`src/rtl/clk_div_pkg.sv`:
```
// Shared constants, types and helpers for the multi-channel clock divider.
package clk_div_pkg;

    localparam int unsigned F_IN_HZ = 100_000_000;
    localparam int unsigned CNT_W   = 32;

    typedef logic [CNT_W-1:0] half_t;

    // Half-period count in clk_in cycles for a wanted output frequency.
    function automatic half_t half_count(input int unsigned f_out_hz);
        return half_t'(F_IN_HZ / (2 * f_out_hz));
    endfunction

    function automatic int unsigned sel_width(input int unsigned n);
        return (n > 1) ? $clog2(n) : 1;
    endfunction

endpackage

```
`src/rtl/clk_div_multi_if.sv`:
```
// Control/status bundle of clk_div_multi; sync_start exists only with CLK_DIV_SYNC_EN.
interface clk_div_multi_if
    import clk_div_pkg::*;
#(
    parameter int unsigned CHANNELS = 4,
    parameter int unsigned CNT_W    = 32
);
    localparam int unsigned SEL_W = sel_width(CHANNELS);

    logic [CHANNELS-1:0] ch_en;
    logic                div_wr;
    logic [SEL_W-1:0]    div_sel;
    logic [CNT_W-1:0]    div_half;
    logic [CHANNELS-1:0] clk_out;
    logic [CHANNELS-1:0] tick;
    logic [CHANNELS-1:0] div_pending;
`ifdef CLK_DIV_SYNC_EN
    logic                sync_start;

    modport master (
        output ch_en, div_wr, div_sel, div_half, sync_start,
        input  clk_out, tick, div_pending
    );
    modport slave (
        input  ch_en, div_wr, div_sel, div_half, sync_start,
        output clk_out, tick, div_pending
    );
`else
    modport master (
        output ch_en, div_wr, div_sel, div_half,
        input  clk_out, tick, div_pending
    );
    modport slave (
        input  ch_en, div_wr, div_sel, div_half,
        output clk_out, tick, div_pending
    );
`endif

endinterface

```
`src/rtl/clk_div_channel.sv`:
```
// One divider channel: half-period counter, divisor shadow, enable/stop handling.
// Optional CLK_DIV_SYNC_EN adds the sync input.
module clk_div_channel #(
    parameter int unsigned CNT_W        = 32,
    parameter int unsigned DEFAULT_HALF = 100000
) (
    input  logic             clk_in,
    input  logic             reset,
    input  logic             en,
    input  logic             wr,
    input  logic [CNT_W-1:0] wr_half,
`ifdef CLK_DIV_SYNC_EN
    input  logic             sync,
`endif
    output logic             clk_out,
    output logic             tick,
    output logic             pending
);

    logic [CNT_W-1:0] cnt_q, cnt_d;
    logic [CNT_W-1:0] active_q, active_d;
    logic [CNT_W-1:0] pend_half_q, pend_half_d;
    logic             pend_q, pend_d;
    logic             clk_q, clk_d;
    logic             tick_q, tick_d;

    logic [CNT_W-1:0] half_eff;
    logic             at_end;
    logic             running;
    logic             sync_hit;
    logic             commit;

    // The stopping state is implicit: a high output keeps counting until its
    // falling toggle whatever en does, so running = en | clk_q covers it.
    always_comb begin
        half_eff = (active_q == '0) ? CNT_W'(1) : active_q;
        at_end   = (cnt_q == half_eff - CNT_W'(1));
        running  = en | clk_q;
`ifdef CLK_DIV_SYNC_EN
        sync_hit = sync & running;
`else
        sync_hit = 1'b0;
`endif

        cnt_d  = cnt_q;
        clk_d  = clk_q;
        tick_d = 1'b0;
        if (sync_hit || !running) begin
            cnt_d = '0;
            clk_d = 1'b0;
        end else if (at_end) begin
            cnt_d  = '0;
            clk_d  = ~clk_q;
            tick_d = ~clk_q;
        end else begin
            cnt_d = cnt_q + CNT_W'(1);
        end

        // Divisor only changes at a period end or while idle; a same-edge write wins.
        commit      = sync_hit | ~running | (at_end & clk_q);
        active_d    = active_q;
        pend_half_d = pend_half_q;
        pend_d      = pend_q;
        if (commit) begin
            pend_d = 1'b0;
            if (wr) begin
                active_d = wr_half;
            end else if (pend_q) begin
                active_d = pend_half_q;
            end
        end else if (wr) begin
            pend_half_d = wr_half;
            pend_d      = 1'b1;
        end
    end

    always_ff @(posedge clk_in or posedge reset) begin
        if (reset) begin
            cnt_q       <= '0;
            active_q    <= CNT_W'(DEFAULT_HALF);
            pend_half_q <= '0;
            pend_q      <= 1'b0;
            clk_q       <= 1'b0;
            tick_q      <= 1'b0;
        end else begin
            cnt_q       <= cnt_d;
            active_q    <= active_d;
            pend_half_q <= pend_half_d;
            pend_q      <= pend_d;
            clk_q       <= clk_d;
            tick_q      <= tick_d;
        end
    end

    assign clk_out = clk_q;
    assign tick    = tick_q;
    assign pending = pend_q;

endmodule

```
`src/rtl/clk_div_multi.sv`:
```
// Multi-channel 50%-duty clock divider with runtime divisors; top-level select
// decode and channel fan-out. Optional CLK_DIV_SYNC_EN adds bus.sync_start.
module clk_div_multi
    import clk_div_pkg::*;
#(
    parameter int unsigned CHANNELS     = 4,
    parameter int unsigned CNT_W        = 32,
    parameter int unsigned DEFAULT_HALF = half_count(500)
) (
    input  logic          clk_in,
    input  logic          reset,
    clk_div_multi_if.slave bus
);

    localparam int unsigned SEL_W = sel_width(CHANNELS);

    logic [CHANNELS-1:0] wr_vec;
    logic [CHANNELS-1:0] clk_w;
    logic [CHANNELS-1:0] tick_w;
    logic [CHANNELS-1:0] pend_w;

    // Selects beyond CHANNELS match no channel, so such writes are dropped.
    always_comb begin
        wr_vec = '0;
        for (int unsigned c = 0; c < CHANNELS; c++) begin
            if (bus.div_wr && (bus.div_sel == SEL_W'(c))) begin
                wr_vec[c] = 1'b1;
            end
        end
    end

    for (genvar g = 0; g < CHANNELS; g++) begin : g_ch
        clk_div_channel #(
            .CNT_W        (CNT_W),
            .DEFAULT_HALF (DEFAULT_HALF)
        ) u_ch (
            .clk_in  (clk_in),
            .reset   (reset),
            .en      (bus.ch_en[g]),
            .wr      (wr_vec[g]),
            .wr_half (bus.div_half),
`ifdef CLK_DIV_SYNC_EN
            .sync    (bus.sync_start),
`endif
            .clk_out (clk_w[g]),
            .tick    (tick_w[g]),
            .pending (pend_w[g])
        );
    end

    assign bus.clk_out     = clk_w;
    assign bus.tick        = tick_w;
    assign bus.div_pending = pend_w;

endmodule
```
`src/flat_wrapper.sv`:
```
// flat-port wrapper written by rule: the top's interface ports become plain ports
module clk_div_multi_flat import clk_div_pkg::*;
#(
    parameter int unsigned CHANNELS     = 4,
    parameter int unsigned CNT_W        = 32,
    parameter int unsigned DEFAULT_HALF = half_count(500)
)
  (clk_in, reset, bus_ch_en, bus_div_wr, bus_div_sel, bus_div_half, bus_clk_out, bus_tick, bus_div_pending);
  clk_div_multi_if #(.CHANNELS(CHANNELS), .CNT_W(CNT_W)) bus_i ();
  input  logic clk_in;
  input  logic reset;
  input wire logic [$bits(bus_i.ch_en)-1:0] bus_ch_en;
  input wire logic [$bits(bus_i.div_wr)-1:0] bus_div_wr;
  input wire logic [$bits(bus_i.div_sel)-1:0] bus_div_sel;
  input wire logic [$bits(bus_i.div_half)-1:0] bus_div_half;
  output wire logic [$bits(bus_i.clk_out)-1:0] bus_clk_out;
  output wire logic [$bits(bus_i.tick)-1:0] bus_tick;
  output wire logic [$bits(bus_i.div_pending)-1:0] bus_div_pending;
  assign bus_i.ch_en = bus_ch_en;
  assign bus_i.div_wr = bus_div_wr;
  assign bus_i.div_sel = bus_div_sel;
  assign bus_i.div_half = bus_div_half;
  assign bus_clk_out = bus_i.clk_out;
  assign bus_tick = bus_i.tick;
  assign bus_div_pending = bus_i.div_pending;
  clk_div_multi #(.CHANNELS(CHANNELS), .CNT_W(CNT_W), .DEFAULT_HALF(DEFAULT_HALF)) u_core (.clk_in(clk_in), .reset(reset), .bus(bus_i));
endmodule
```
`config.mk`:
```
export PLATFORM = sky130hd
export DESIGN_NAME = clk_div_multi_flat
export DESIGN_NICKNAME = d
export VERILOG_FILES = /design/src/rtl/clk_div_pkg.sv /design/src/rtl/clk_div_multi_if.sv /design/src/rtl/clk_div_channel.sv /design/src/rtl/clk_div_multi.sv /design/src/flat_wrapper.sv
export SDC_FILE = /design/constraint.sdc
export NUM_CORES = 1
export LEC_CHECK = 0
export ABC_AREA = 1
export BUFFER_PORTS_ARGS = -buffer_cell sky130_fd_sc_hd__buf_2
export CAP_MARGIN = 20
export CORE_ASPECT_RATIO = 0.8
export CORE_MARGIN = 2
export CORE_UTILIZATION = 30
export CTS_BUF_LIST = sky130_fd_sc_hd__clkbuf_4
export DETAILED_ROUTE_END_ITERATION = 10
export SYNTH_ARGS = -nofsm -noshare
export SYNTH_HDL_FRONTEND = slang
export SYNTH_SLANG_ARGS = --single-unit
```
`constraint.sdc`:
```
create_clock -name clk_in -period 11.75 [get_ports clk_in]
set_input_delay 1.175 -clock clk_in [delete_from_list [all_inputs] [get_ports clk_in]]
set_output_delay 1.175 -clock clk_in [all_outputs]
set_load 0.05 [all_outputs]
```
Word-level counts from Yosys, hierarchy flattened
Index checks and enable logic that the tools add are counted.

Add/sub/neg operators: 8. Equal/unequal tests: 11. Multiplexer cells: 48. Bitwise logic cells: 24. Reduce and logical (&&, ||, !) cells: 25.

Operator list (number): $mux W32 (20); $add A32 B1 Y32 const B (4); $eq A32 B32 Y1 (4); $logic_not A32 Y1 (4); $sub A32 B1 Y32 const B (4); $mux W1 (28); $reduce_and A2 Y1 (8); $reduce_bool A2 Y1 (8); $not A1 Y1 (12); $ne A2 B2 Y1 const B (4); $or A1 B1 Y1 (8); $and A1 B1 Y1 (4); $eq A2 B2 Y1 const B (2); $logic_and A1 B1 Y1 (4); $eq A2 B1 Y1 const B (1); $logic_not A2 Y1 (1).

Bits in registers: 396. Bits of input ports: 41. Output and inout port bits: 12. Logic and storage cells: 140.

Depth between registers and ports, before layout
Gate-level depths: netlist of the first run.

Word-level depth: 8. Gate-level depth with buffers: 25.

Cells and area by module
Synthesis of the first run repeated with hierarchy kept, for this count alone.

Cell total of the unflattened synthesis: 3716. Area total of the unflattened synthesis: 26220.1 sq um.

By module, submodules not included: clk_div_channel (u_core.g_ch[0].u_ch ...) (instances 2, cells each 929, area an instance 6607.6 sq um); clk_div_channel (u_core.g_ch[2].u_ch ...) (instances 2, cells each 925, area an instance 6487.5 sq um); clk_div_multi (instances 1, cells each 8, area an instance 30.0 sq um).

Worst setup path before layout of the first run
OpenSTA, ideal clock, no wires.

Path kind: register -> register. From: register u_core.g_ch[3].u_ch.active_q[5]. To: register u_core.g_ch[3].u_ch.active_q[4]. Setup time: 0.117 ns. Data arrival time: 3.071 ns. Required time: 11.633 ns. Slack: 8.562 ns. Stages on the path, launching flop included: 25. Clock period less this slack: 3.188 ns. Cells stage by stage: dfstp_2 -> nor2_2 -> nand2_1 -> nor2_1 -> nand2_1 -> nor2_1 -> nor2_1 -> buf_4 -> ha_1 -> nand2_1 -> nor2_2 -> nand2_1 -> nor3_2 -> nand3_1 -> xor2_1 -> nand3_1 -> nor2_1 -> nand2_1 -> nor2_2 -> nand2_1 -> nand2_1 -> nand3_2 -> buf_2 -> nand2_1 -> nand2_1.

Word-level cells in the longest chain between the ends: 7.

Ends and longest elaborated chain: start: declaration (RTL line clk_div_channel.sv:21) `logic [CNT_W-1:0] active_q, active_d;`; start signal: assignment (RTL line clk_div_channel.sv:80) `active_q <= CNT_W'(DEFAULT_HALF);`; start signal: assignment (RTL line clk_div_channel.sv:87) `active_q <= active_d;`; $logic_not A32 Y1 (RTL line clk_div_channel.sv:36) `half_eff = (active_q == '0) ? CNT_W'(1) : active_q;`; $mux W32 * (RTL line clk_div_channel.sv:36); $sub A32 B1 Y32 * (RTL line clk_div_channel.sv:37) `at_end = (cnt_q == half_eff - CNT_W'(1));`; $eq A32 B32 Y1 * (RTL line clk_div_channel.sv:37); $and A1 B1 Y1 * (RTL line clk_div_channel.sv:60) `commit = sync_hit | ~running | (at_end & clk_q);`; $or A1 B1 Y1 * (RTL line clk_div_channel.sv:60); $reduce_and A2 Y1 (no source line) *.

Every way passes the cells marked *; elsewhere a longest branch is shown, timed or not. A chain may end at the register's enable or synchronous reset.

Worst setup path after layout of the first run
From: register u_core.g_ch[3].u_ch.active_q[15]. To: register u_core.g_ch[3].u_ch.active_q[20].

The elaborated chain is that of the path after synthesis.

==> impl_metrics.json, run 1 <==
{
  "ys_ff_latch": 396,
  "grt-ovfl-total": 0,
  "fin_hold_ws_ns": 0.470,
  "grt_use_total": 0.184,
  "synth_flop_cell": "dfrtp_1",
  "synthCells": 3527,
  "synth-xor-area-share": 0.0870,
  "fin_worst_skew_ns": 0.0462,
  "worst_slack_ns": 6.30,
  "cts_sinks": 396,
  "synth_fp_nets": 3576,
  "multiInputGateArea_um2": 13100,
  "dp.final_hpwl_um": 57500,
  "startpoint_type": "flip-flop",
  "synth_top_area_share": 0.373,
  "ff_latch_area_um2": 9940,
  "drtPass1Iterations": 6,
  "cp.required_ns": 12.57,
  "die-height_um": 262,
  "hold_buffers": 0,
  "yosysTopAreaCell": "dfrtp_1",
  "stdcell_count": 4758,
  "synthMuxAreaShare": 0,
  "synthSimpleGateAreaFrac": 0.392,
  "synth_compound_area_frac": 0.0404,
  "cts_htree_levels": 3,
  "crit_arrival_ns": 6.27,
  "synthAdderAreaFrac": 0.00401,
  "path_max_fanout": 34,
  "fmax_mhz": 183,
  "p_leak_nw": 14.1,
  "ctsResizeCount": 0,
  "syn_avg_cell_area_um2": 7.08,
  "crit_type": "flip-flop to flip-flop",
  "synth_area_leaders": "dfrtp_1 37%, nand2_1 16%, nor2_1 6.8%, xor2_1 5.7%, nand3_1 5.6%",
  "vias_per_cell": 4.94,
  "grt_pass1_vias": 21800,
  "syn_to_final_growth_pct": 10.3,
  "fin_nets": 3611,
  "via_count": 23500,
  "ant_nets": 0,
  "clock_latency_ns": 0.90,
  "tritoncts": "built",
  "cts_buffers": 107,
  "synth_top_family_by_area": "simple AND/OR/NAND/NOR gates",
  "route.detailed.drc": 0,
  "yosys_warnings": 0,
  "netlist_area_um2": 25000,
  "antenna_found_initial": 13,
  "worst_pin_slew_ns": 0.975,
  "numPlacedInstances": 4556,
  "fin_crit_ns": 5.45,
  "numPortBuffers": 52,
  "clkTransAtPathRegs_ns": 0.06,
  "drv_cap": 0,
  "die-area_um2": 85600,
  "grt_max_degree": 173,
  "maxSlewViolCount": 0,
  "ios": 53,
  "hold_viol": 0,
  "drt-total-wl_um": 78900,
  "async_flop_share": 1.00,
  "routabilityCongestion": 0.933,
  "hp-class": "flip-flop to flip-flop",
  "setup_viol": 0,
  "grt_setup_unrepaired": "false",
  "rows": 94,
  "die_w_um": 327,
  "ir_drop_v": 0.0000611,
  "cp-end-kind": "flip-flop",
  "ys_seq_area_frac": 0.398,
  "fin_crit_sh": 0.464,
  "root_buffer": "clkbuf_4",
  "r2r_slack_ns": 6.30,
  "core_um2": 82300,
  "fin_setup_tns_ns": 0,
  "drt_iter0_markers": 2444,
  "cellPowerDensity_nw_per_um2": 128,
  "total_power_mw": 3.52,
  "synth_edf_count": 0,
  "synth.distinct_cells": 48,
  "drive_gt1_frac": 0.0985,
  "outcome": "finished clean",
  "initial_core_util": 0.303,
  "grt_pass1_wl_um": 125000,
  "relSlewSlack": 0.350,
  "cts_setup_buffers": 0,
  "ctsLongestPathBuffers": 3,
  "fillers": 8968,
  "preCtsSetupSlack_ns": 6.48,
  "wl_per_cell_um": 16.6
}
worst max-delay path, stage by stage (launching register included):
cell and delay (ns):
dfstp_2 0.57, nor2_1 0.05, nand2_1 0.15, nor2_1 0.08, nand2_1 0.06, nor2_1 0.04, nor2_1 0.70, ha_1 0.31
nand2_1 0.16, nor2_2 0.24, nand2_1 0.18, nor3_2 0.24, nand3_1 0.13, xor2_1 0.22, nand3_1 0.11, nor2_1 0.13
nand2_1 0.08, nor2_2 0.11, nand3_2 0.65, nand2_2 0.85, nand3_1 0.19, nand2_1 0.11
registers in the layout (all words and copies together), names as in the netlist:
signal and count:
u_core.g_ch.u_ch.clk_out 4, u_core.g_ch.u_ch.pending 4, u_core.g_ch.u_ch.tick 4, u_core.g_ch.u_ch.pend_half_q 128, u_core.g_ch.u_ch.cnt_q 128, u_core.g_ch.u_ch.active_q 128
where the power goes:
group	switching [mW]	total, mW	internal, mW
Clock	0.620	1.31	0.691
Combinational	0.464	0.685	0.221
Sequential	0.0675	1.52	1.46
kinds of logic after synthesis:
| group | Yosys count |
|---|---|
| AND/OR/NAND/NOR | 2213 |
| buffers and inverters | 468 |
| flip-flops | 396 |
| XOR/XNOR | 248 |
| AO/OA/AOI/OAI | 194 |
| adder cells (fa/ha/maj) | 8 |
per-layer routing:
layer  vias up  GRT usage  part of all wire
met5         -          0            0.0011
met4        14     0.0387             0.016
met1     11000      0.280              0.49
met3       117     0.0499             0.096
met2       890      0.255              0.40
li1      11500          -                 -
worst paths after layout:
path	startpoint	cells past startpoint	endpoint
worst max-delay path	u_core.g_ch[3].u_ch.active_q[15]$_DFFE_PP1P_	21	u_core.g_ch[3].u_ch.active_q[20]$_DFFE_PP0P_
worst min-delay path	u_core.g_ch[2].u_ch.pend_half_q[30]$_DFFE_PP0P_	2	u_core.g_ch[2].u_ch.pend_half_q[30]$_DFFE_PP0P_
worst max register to register	u_core.g_ch[3].u_ch.active_q[15]$_DFFE_PP1P_	21	u_core.g_ch[3].u_ch.active_q[20]$_DFFE_PP0P_
worst min register to register	u_core.g_ch[2].u_ch.pend_half_q[30]$_DFFE_PP0P_	2	u_core.g_ch[2].u_ch.pend_half_q[30]$_DFFE_PP0P_
max in group asynchronous	reset	4	u_core.g_ch[3].u_ch.active_q[2]$_DFFE_PP0P_
min in group asynchronous	reset	3	u_core.g_ch[1].u_ch.cnt_q[0]$_DFF_PP0_
layout by cell type, fill, tap and decap left out, drive strengths merged:
cell,n
nand2,1083
nor2,474
dfrtp,372
inv,315
nand3,294
nand4,211
clkbuf,169
xor2,162
o21ai,159
xnor2,86
buf,76
nor3,74
dfstp,24
clkinv,23
nor4,22
a21oi,20
or2,19
nand3b,15
nor3b,10
diode,8
ha,8
o21bai,7
or3,4
a31oi,3
and3,3
and2,2
nor4b,2
a211oi,2
clkinvlp,2
bufinv,2
a31o,1
o2111ai,1
o211a,1
per-stage QoR:
stage | util | cell area (um^2)
finish | 0.335 | 27500
global route | 0.335 | 27500
CTS | 0.334 | 27500
detailed placement | 0.317 | 26100
global placement | 0.317 | 26100
floorplan | - | 25000
area by class of cell:
class                      instances  area share
antenna                            8    0.000727
multi-input combinational       2663       0.475
timing repair buffer              76      0.0179
clock inverter                    24     0.00550
clock buffer                     169      0.0461
tap                             1104      0.0502
inverter                         318      0.0435
sequential                       396       0.361
Yosys cell counts, types with 14 or more instances:
cell      number
buf_2         24
nor2_2        19
nor2_1       451
o21ai_0      155
nand3b_1      14
xor2_1       162
nand3_1      279
nor3_1        70
clkbuf_1      76
nor4_1        18
dfstp_2       24
nand4_1      210
buf_4         31
xnor2_1       86
dfrtp_1      372
nand3_2       14
nand2_1     1076
a21oi_1       20
inv_1        311
or2_2         16
No activity file was read; power rests on OpenSTA's default activity.
==> inputs of run 2 (changes only) <==
==> constraint.sdc (replaced) <==
create_clock -name clk_in -period 5.6 [get_ports clk_in]
set_input_delay 0.56 -clock clk_in [delete_from_list [all_inputs] [get_ports clk_in]]
set_output_delay 0.56 -clock clk_in [all_outputs]
set_load 0.05 [all_outputs]
==> impl_metrics.json, run 2 (same netlist as run 1, synthesis figures left out) <==
{
  "outcome": "finished clean",
  "max_stage_delay_ns": 0.60,
  "rows": 94,
  "fin_hold_ws_ns": 0.330,
  "cp-end-kind": "flip-flop",
  "fin_nets": 3651,
  "grt_pass1_vias": 22200,
  "crit_arrival_ns": 5.68,
  "fin_crit_ns": 4.84,
  "drive_gt1_frac": 0.0996,
  "stdcell_count": 4806,
  "fin_worst_skew_ns": 0.0434,
  "top_layer_used": "met5",
  "hp-class": "input port to flip-flop",
  "drt-total-wl_um": 79700,
  "crit_chain": "nor2_1, nand2_1, nor2_1, nand2_1, nor2_1, nor2_1, ha_1, nand3_1, nor2_2, nand2_1, nor3_1, nand2_1, xor2_1, nand3_1, nor2_1, nand3_1, nor2_1, nand3_2, nand2_2, nand3_1, nand2_1",
  "cp_top_family": "simple AND/OR/NAND/NOR gates",
  "initial_core_util": 0.303,
  "die-area_um2": 85600,
  "post-route-cell-area_um2": 28000,
  "syn_to_final_growth_pct": 12.0,
  "fin_crit_sh": 0.865,
  "cp.required_ns": 6.44,
  "preCtsSetupSlack_ns": 0.844,
  "numPortBuffers": 52,
  "grt_setup_unrepaired": "false",
  "relSlewSlack": 0.333,
  "wl_per_cell_um": 16.6,
  "r2r_slack_ns": 0.76,
  "ir_drop_v": 0.000136,
  "largest_registers": "u_core.g_ch.u_ch.active_q: 128 flops, u_core.g_ch.u_ch.cnt_q: 128 flops, u_core.g_ch.u_ch.pend_half_q: 128 flops",
  "cp.depth": 21,
  "final_cell_mix": "1,076 x nand2_1, 451 x nor2_1, 372 x dfrtp_1, 310 x inv_1, 279 x nand3_1",
  "dp.final_hpwl_um": 58300,
  "r2r-end": "u_core.g_ch[2].u_ch.active_q[10]$_DFFE_PP1P_",
  "slowest_stage": "nand2_2",
  "numPlacedInstances": 4562,
  "fmax_mhz": 207,
  "ctsLongestPathBuffers": 3,
  "setup_viol": 0,
  "maxSlewViolCount": 0,
  "grt_max_degree": 172,
  "reg2reg_from": "u_core.g_ch[2].u_ch.active_q[15]$_DFFE_PP1P_",
  "drt_iter0_markers": 2707,
  "hold_viol": 0,
  "ios": 53,
  "cts_htree_levels": 3,
  "utilization": 0.340,
  "wl_met2_um": 31200,
  "min_path_cells": 5,
  "root_buffer": "clkbuf_4",
  "clkTransAtPathRegs_ns": 0.07,
  "cp_num_buf_inv": 0,
  "die_w_um": 327,
  "dr_wl_met3_um": 8150,
  "cts_buffers": 104,
  "ctsResizeCount": 0,
  "wl_met1_um": 38700,
  "whs_endpoint": "u_core.g_ch[0].u_ch.pend_half_q[5]$_DFFE_PP0P_",
  "dpl_cell_area_um2": 26100,
  "clock_latency_ns": 0.91,
  "fin_setup_tns_ns": 0,
  "p_leak_nw": 14.3,
  "route.detailed.drc": 0,
  "ant_nets": 0,
  "vias_per_cell": 4.97,
  "total_power_mw": 7.42,
  "ff2ff_path_depth": 21,
  "crit_type": "flip-flop to flip-flop",
  "grt_pass1_wl_um": 126000,
  "layout_commonest_cell": "nand2_1",
  "cts_sinks": 396,
  "die-height_um": 262,
  "cpMostUsedCell": "nor2_1",
  "via_count": 23900,
  "core_um2": 82300,
  "routabilityCongestion": 0.941,
  "antenna_found_initial": 10,
  "cellPowerDensity_nw_per_um2": 265,
  "drtPass1Iterations": 6,
  "grt_use_total": 0.186,
  "worst_slack_ns": 0.758,
  "path_max_fanout": 33,
  "drv_cap": 0,
  "tritoncts": "built",
  "startpoint_type": "flip-flop",
  "worst_pin_slew_ns": 1.00,
  "grt-ovfl-total": 0,
  "hold_start": "bus_div_sel[0]"
}
run 2: cell count changes in the layout (fill, tap and decap cells not counted), sizes merged:
cell         delta
clkinv          +2
buf             +6
bufinv          -1
dlygate4sd3    +37
clkbuf          +4
run 2: how the worst max path moves through the flow:
stage	from	to	slack (ns)
global route	u_core.g_ch[2].u_ch.active_q[16]$_DFFE_PP1P_	u_core.g_ch[2].u_ch.active_q[10]$_DFFE_PP1P_	0.39
floorplan	reset	u_core.g_ch[0].u_ch.active_q[0]$_DFFE_PP0P_	-0.27
finish	u_core.g_ch[2].u_ch.active_q[15]$_DFFE_PP1P_	u_core.g_ch[2].u_ch.active_q[10]$_DFFE_PP1P_	0.76
CTS	u_core.g_ch[2].u_ch.active_q[15]$_DFFE_PP1P_	u_core.g_ch[2].u_ch.active_q[7]$_DFFE_PP1P_	0.82
detailed placement	u_core.g_ch[2].u_ch.active_q[15]$_DFFE_PP1P_	u_core.g_ch[2].u_ch.active_q[7]$_DFFE_PP1P_	0.84
global placement	u_core.g_ch[2].u_ch.active_q[15]$_DFFE_PP1P_	u_core.g_ch[2].u_ch.active_q[7]$_DFFE_PP1P_	0.81
run 2: area by class of cell:
type,count,area [um^2]
clock inverter,25,133
inverter,318,1200
sequential,396,9940
timing repair buffer,119,913
antenna,8,20.0
tap,1104,1380
multi-input combinational,2663,13100
clock buffer,173,1300
fill,9017,54400
run 2: tightest hold or removal path: cells and delay by family:
family | cells | cell delay [ns]
AND/OR/NAND/NOR | 3 | 0.25
buffers and inverters | 2 | 0.37
run 2: repair_timing:
item / in CTS / in global routing
hold endpoints to repair: 165 / 0
hold buffers: 37 / 0
buffers inserted: 0 / 0
run 2: metal layers:
layer | track usage | vias to the layer above
met5 | 0 | -
met4 | 0.0494 | 8
met3 | 0.0495 | 135
met2 | 0.252 | 882
met1 | 0.284 | 11300
li1 | - | 11600
run 2: where the power goes:
part | internal, mW | switching, mW
registers | 3.06 | 0.142
logic | 0.485 | 0.977
clock network | 1.44 | 1.32
==> inputs of run 3 (changes only) <==
--- a/config.mk
+++ b/config.mk
@@ -8,11 +8,12 @@
 export ABC_AREA = 1
 export BUFFER_PORTS_ARGS = -buffer_cell sky130_fd_sc_hd__buf_2
 export CAP_MARGIN = 20
-export CORE_ASPECT_RATIO = 0.8
+export CORE_ASPECT_RATIO = 0.5
 export CORE_MARGIN = 2
 export CORE_UTILIZATION = 30
 export CTS_BUF_LIST = sky130_fd_sc_hd__clkbuf_4
 export DETAILED_ROUTE_END_ITERATION = 10
+export GPL_TIMING_DRIVEN = 1
 export SYNTH_ARGS = -nofsm -noshare
 export SYNTH_HDL_FRONTEND = slang
 export SYNTH_SLANG_ARGS = --single-unit
==> impl_metrics.json, run 3 (same netlist as run 1, synthesis figures left out) <==
{
  "hp-class": "input port to flip-flop",
  "grt_max_degree": 146,
  "utilization": 0.340,
  "clkTransAtPathRegs_ns": 0.07,
  "cpMostUsedCell": "nand2_1",
  "preCtsSetupSlack_ns": 1.04,
  "fin_nets": 3650,
  "cp-end-kind": "flip-flop",
  "fin_crit_sh": 0.844,
  "layout_commonest_cell": "nand2_1",
  "die-height_um": 208,
  "multiInputGateArea_um2": 13100,
  "tritoncts": "built",
  "stdcell_count": 4788,
  "drive_gt1_frac": 0.0965,
  "cp_top_family": "simple AND/OR/NAND/NOR gates",
  "ff_latch_area_um2": 9940,
  "dp.final_hpwl_um": 57400,
  "clock_latency_ns": 0.91,
  "cts_htree_levels": 3,
  "grt_setup_unrepaired": "false",
  "numPortBuffers": 52,
  "drtPass1Iterations": 6,
  "grt-ovfl-total": 0,
  "cp.required_ns": 6.43,
  "outcome": "finished clean",
  "drt-total-wl_um": 81400,
  "syn_to_final_growth_pct": 11.8,
  "worst_slack_ns": 0.874,
  "drt_iter0_markers": 2093,
  "final_cell_mix": "1,076 x nand2_1, 451 x nor2_1, 372 x dfrtp_1, 310 x inv_1, 279 x nand3_1",
  "largest_registers": "u_core.g_ch.u_ch.active_q: 128 flops, u_core.g_ch.u_ch.cnt_q: 128 flops, u_core.g_ch.u_ch.pend_half_q: 128 flops",
  "slowest_stage": "dfrtp_1",
  "max_stage_delay_ns": 0.49,
  "wl_per_cell_um": 17.0,
  "ff2ff_path_depth": 23,
  "ant_nets": 0,
  "ctsResizeCount": 0,
  "crit_type": "flip-flop to flip-flop",
  "antenna_found_initial": 2,
  "worst_pin_slew_ns": 0.920,
  "core_um2": 82000,
  "cellPowerDensity_nw_per_um2": 266,
  "ir_drop_v": 0.000125,
  "hold_viol": 0,
  "ios": 53,
  "fin_setup_tns_ns": 0,
  "reg2reg_from": "u_core.g_ch[0].u_ch.active_q[4]$_DFFE_PP0P_",
  "hold_start": "bus_div_sel[0]",
  "fillers": 8824,
  "startpoint_type": "flip-flop",
  "die_w_um": 412,
  "routabilityCongestion": 0.931,
  "crit_chain": "inv_1, nand3_1, nor2_1, nand2_1, nor2_1, nor2_2, ha_1, nand2_1, nor2_2, nand2_1, nor2_2, nand3_1, xor2_1, inv_1, nand3_1, nor2_1, nand2_1, nor2_2, nand3_2, buf_4, nand3_2, nand2_1, nand2_1",
  "fin_worst_skew_ns": 0.0560,
  "vias_per_cell": 4.96,
  "grt_pass1_wl_um": 128000,
  "r2r_slack_ns": 0.87,
  "p_leak_nw": 14.3,
  "numPlacedInstances": 4558,
  "cts_buffers": 104,
  "path_max_fanout": 32,
  "r2r-end": "u_core.g_ch[0].u_ch.pend_half_q[10]$_DFFE_PP0P_",
  "initial_core_util": 0.304,
  "setup_viol": 0,
  "root_buffer": "clkbuf_4",
  "crit_path_end": "u_core.g_ch[0].u_ch.pend_half_q[10]$_DFFE_PP0P_",
  "grt_pass1_vias": 22700,
  "relSlewSlack": 0.387,
  "drv_cap": 0,
  "die-area_um2": 85700,
  "total_power_mw": 7.42,
  "route.detailed.drc": 0,
  "fin_crit_ns": 4.73,
  "critPathLaunch": "u_core.g_ch[0].u_ch.active_q[4]$_DFFE_PP0P_",
  "via_count": 23700,
  "cp.depth": 23,
  "fmax_mhz": 212,
  "rows": 74,
  "maxSlewViolCount": 0,
  "cts_sinks": 396,
  "ctsLongestPathBuffers": 3,
  "cp_num_buf_inv": 3,
  "grt_use_total": 0.189,
  "crit_arrival_ns": 5.56
}
run 3: timing repair:
action	in CTS	in global routing
endpoints found under the hold margin	293	0
setup buffers	0	0
hold buffers	37	0
run 3: through the flow:
step	cell area, um^2	hold slack, ns
after floorplan	25000	0.442
after global placement	26100	0.454
after detailed placement	26100	0.458
after CTS	27800	0.221
after global routing	27900	0.239
final	27900	0.277
run 3: worst min-delay path by stage:
stage	end	slack [ns]	cells after the start
detailed placement	u_core.g_ch[0].u_ch.pend_half_q[25]$_DFFE_PP0P_	0.46	2
finish	u_core.g_ch[2].u_ch.pend_half_q[2]$_DFFE_PP0P_	0.28	5
floorplan	u_core.g_ch[0].u_ch.pend_half_q[0]$_DFFE_PP0P_	0.44	2
global route	u_core.g_ch[2].u_ch.pend_half_q[10]$_DFFE_PP0P_	0.24	5
CTS	u_core.g_ch[1].u_ch.pend_half_q[3]$_DFFE_PP0P_	0.22	5
global placement	u_core.g_ch[1].u_ch.pend_half_q[1]$_DFFE_PP0P_	0.45	2
run 3: tightest hold or removal path, stage by stage:
cell and delay [ns]:
buf_2 0.11, nor3_2 0.05, buf_4 0.23, nand4_1 0.14, nand2_1 0.05
run 3: area by class of cell:
type | instances | share of cell area
Tap cell | 1102 | 0.0494
Inverter | 318 | 0.0429
Clock inverter | 25 | 0.00663
Multi-Input combinational cell | 2663 | 0.469
Clock buffer | 160 | 0.0430
Timing Repair Buffer | 118 | 0.0327
Antenna cell | 6 | 0.000538
Sequential cell | 396 | 0.356
run 3: routing by layer:
metal	GRT usage	part of all wire	vias to the layer above
li1	-	-	11600
met1	0.263	0.46	11100
met2	0.283	0.43	827
met3	0.0358	0.070	203
met4	0.0841	0.045	0
met5	0	0	-
run 3: power breakdown:
part           switching [mW]  leakage [nW]  internal (mW)
clock                    1.33         0.821           1.43
combinational           0.970          8.33          0.483
sequential              0.149          5.13           3.06
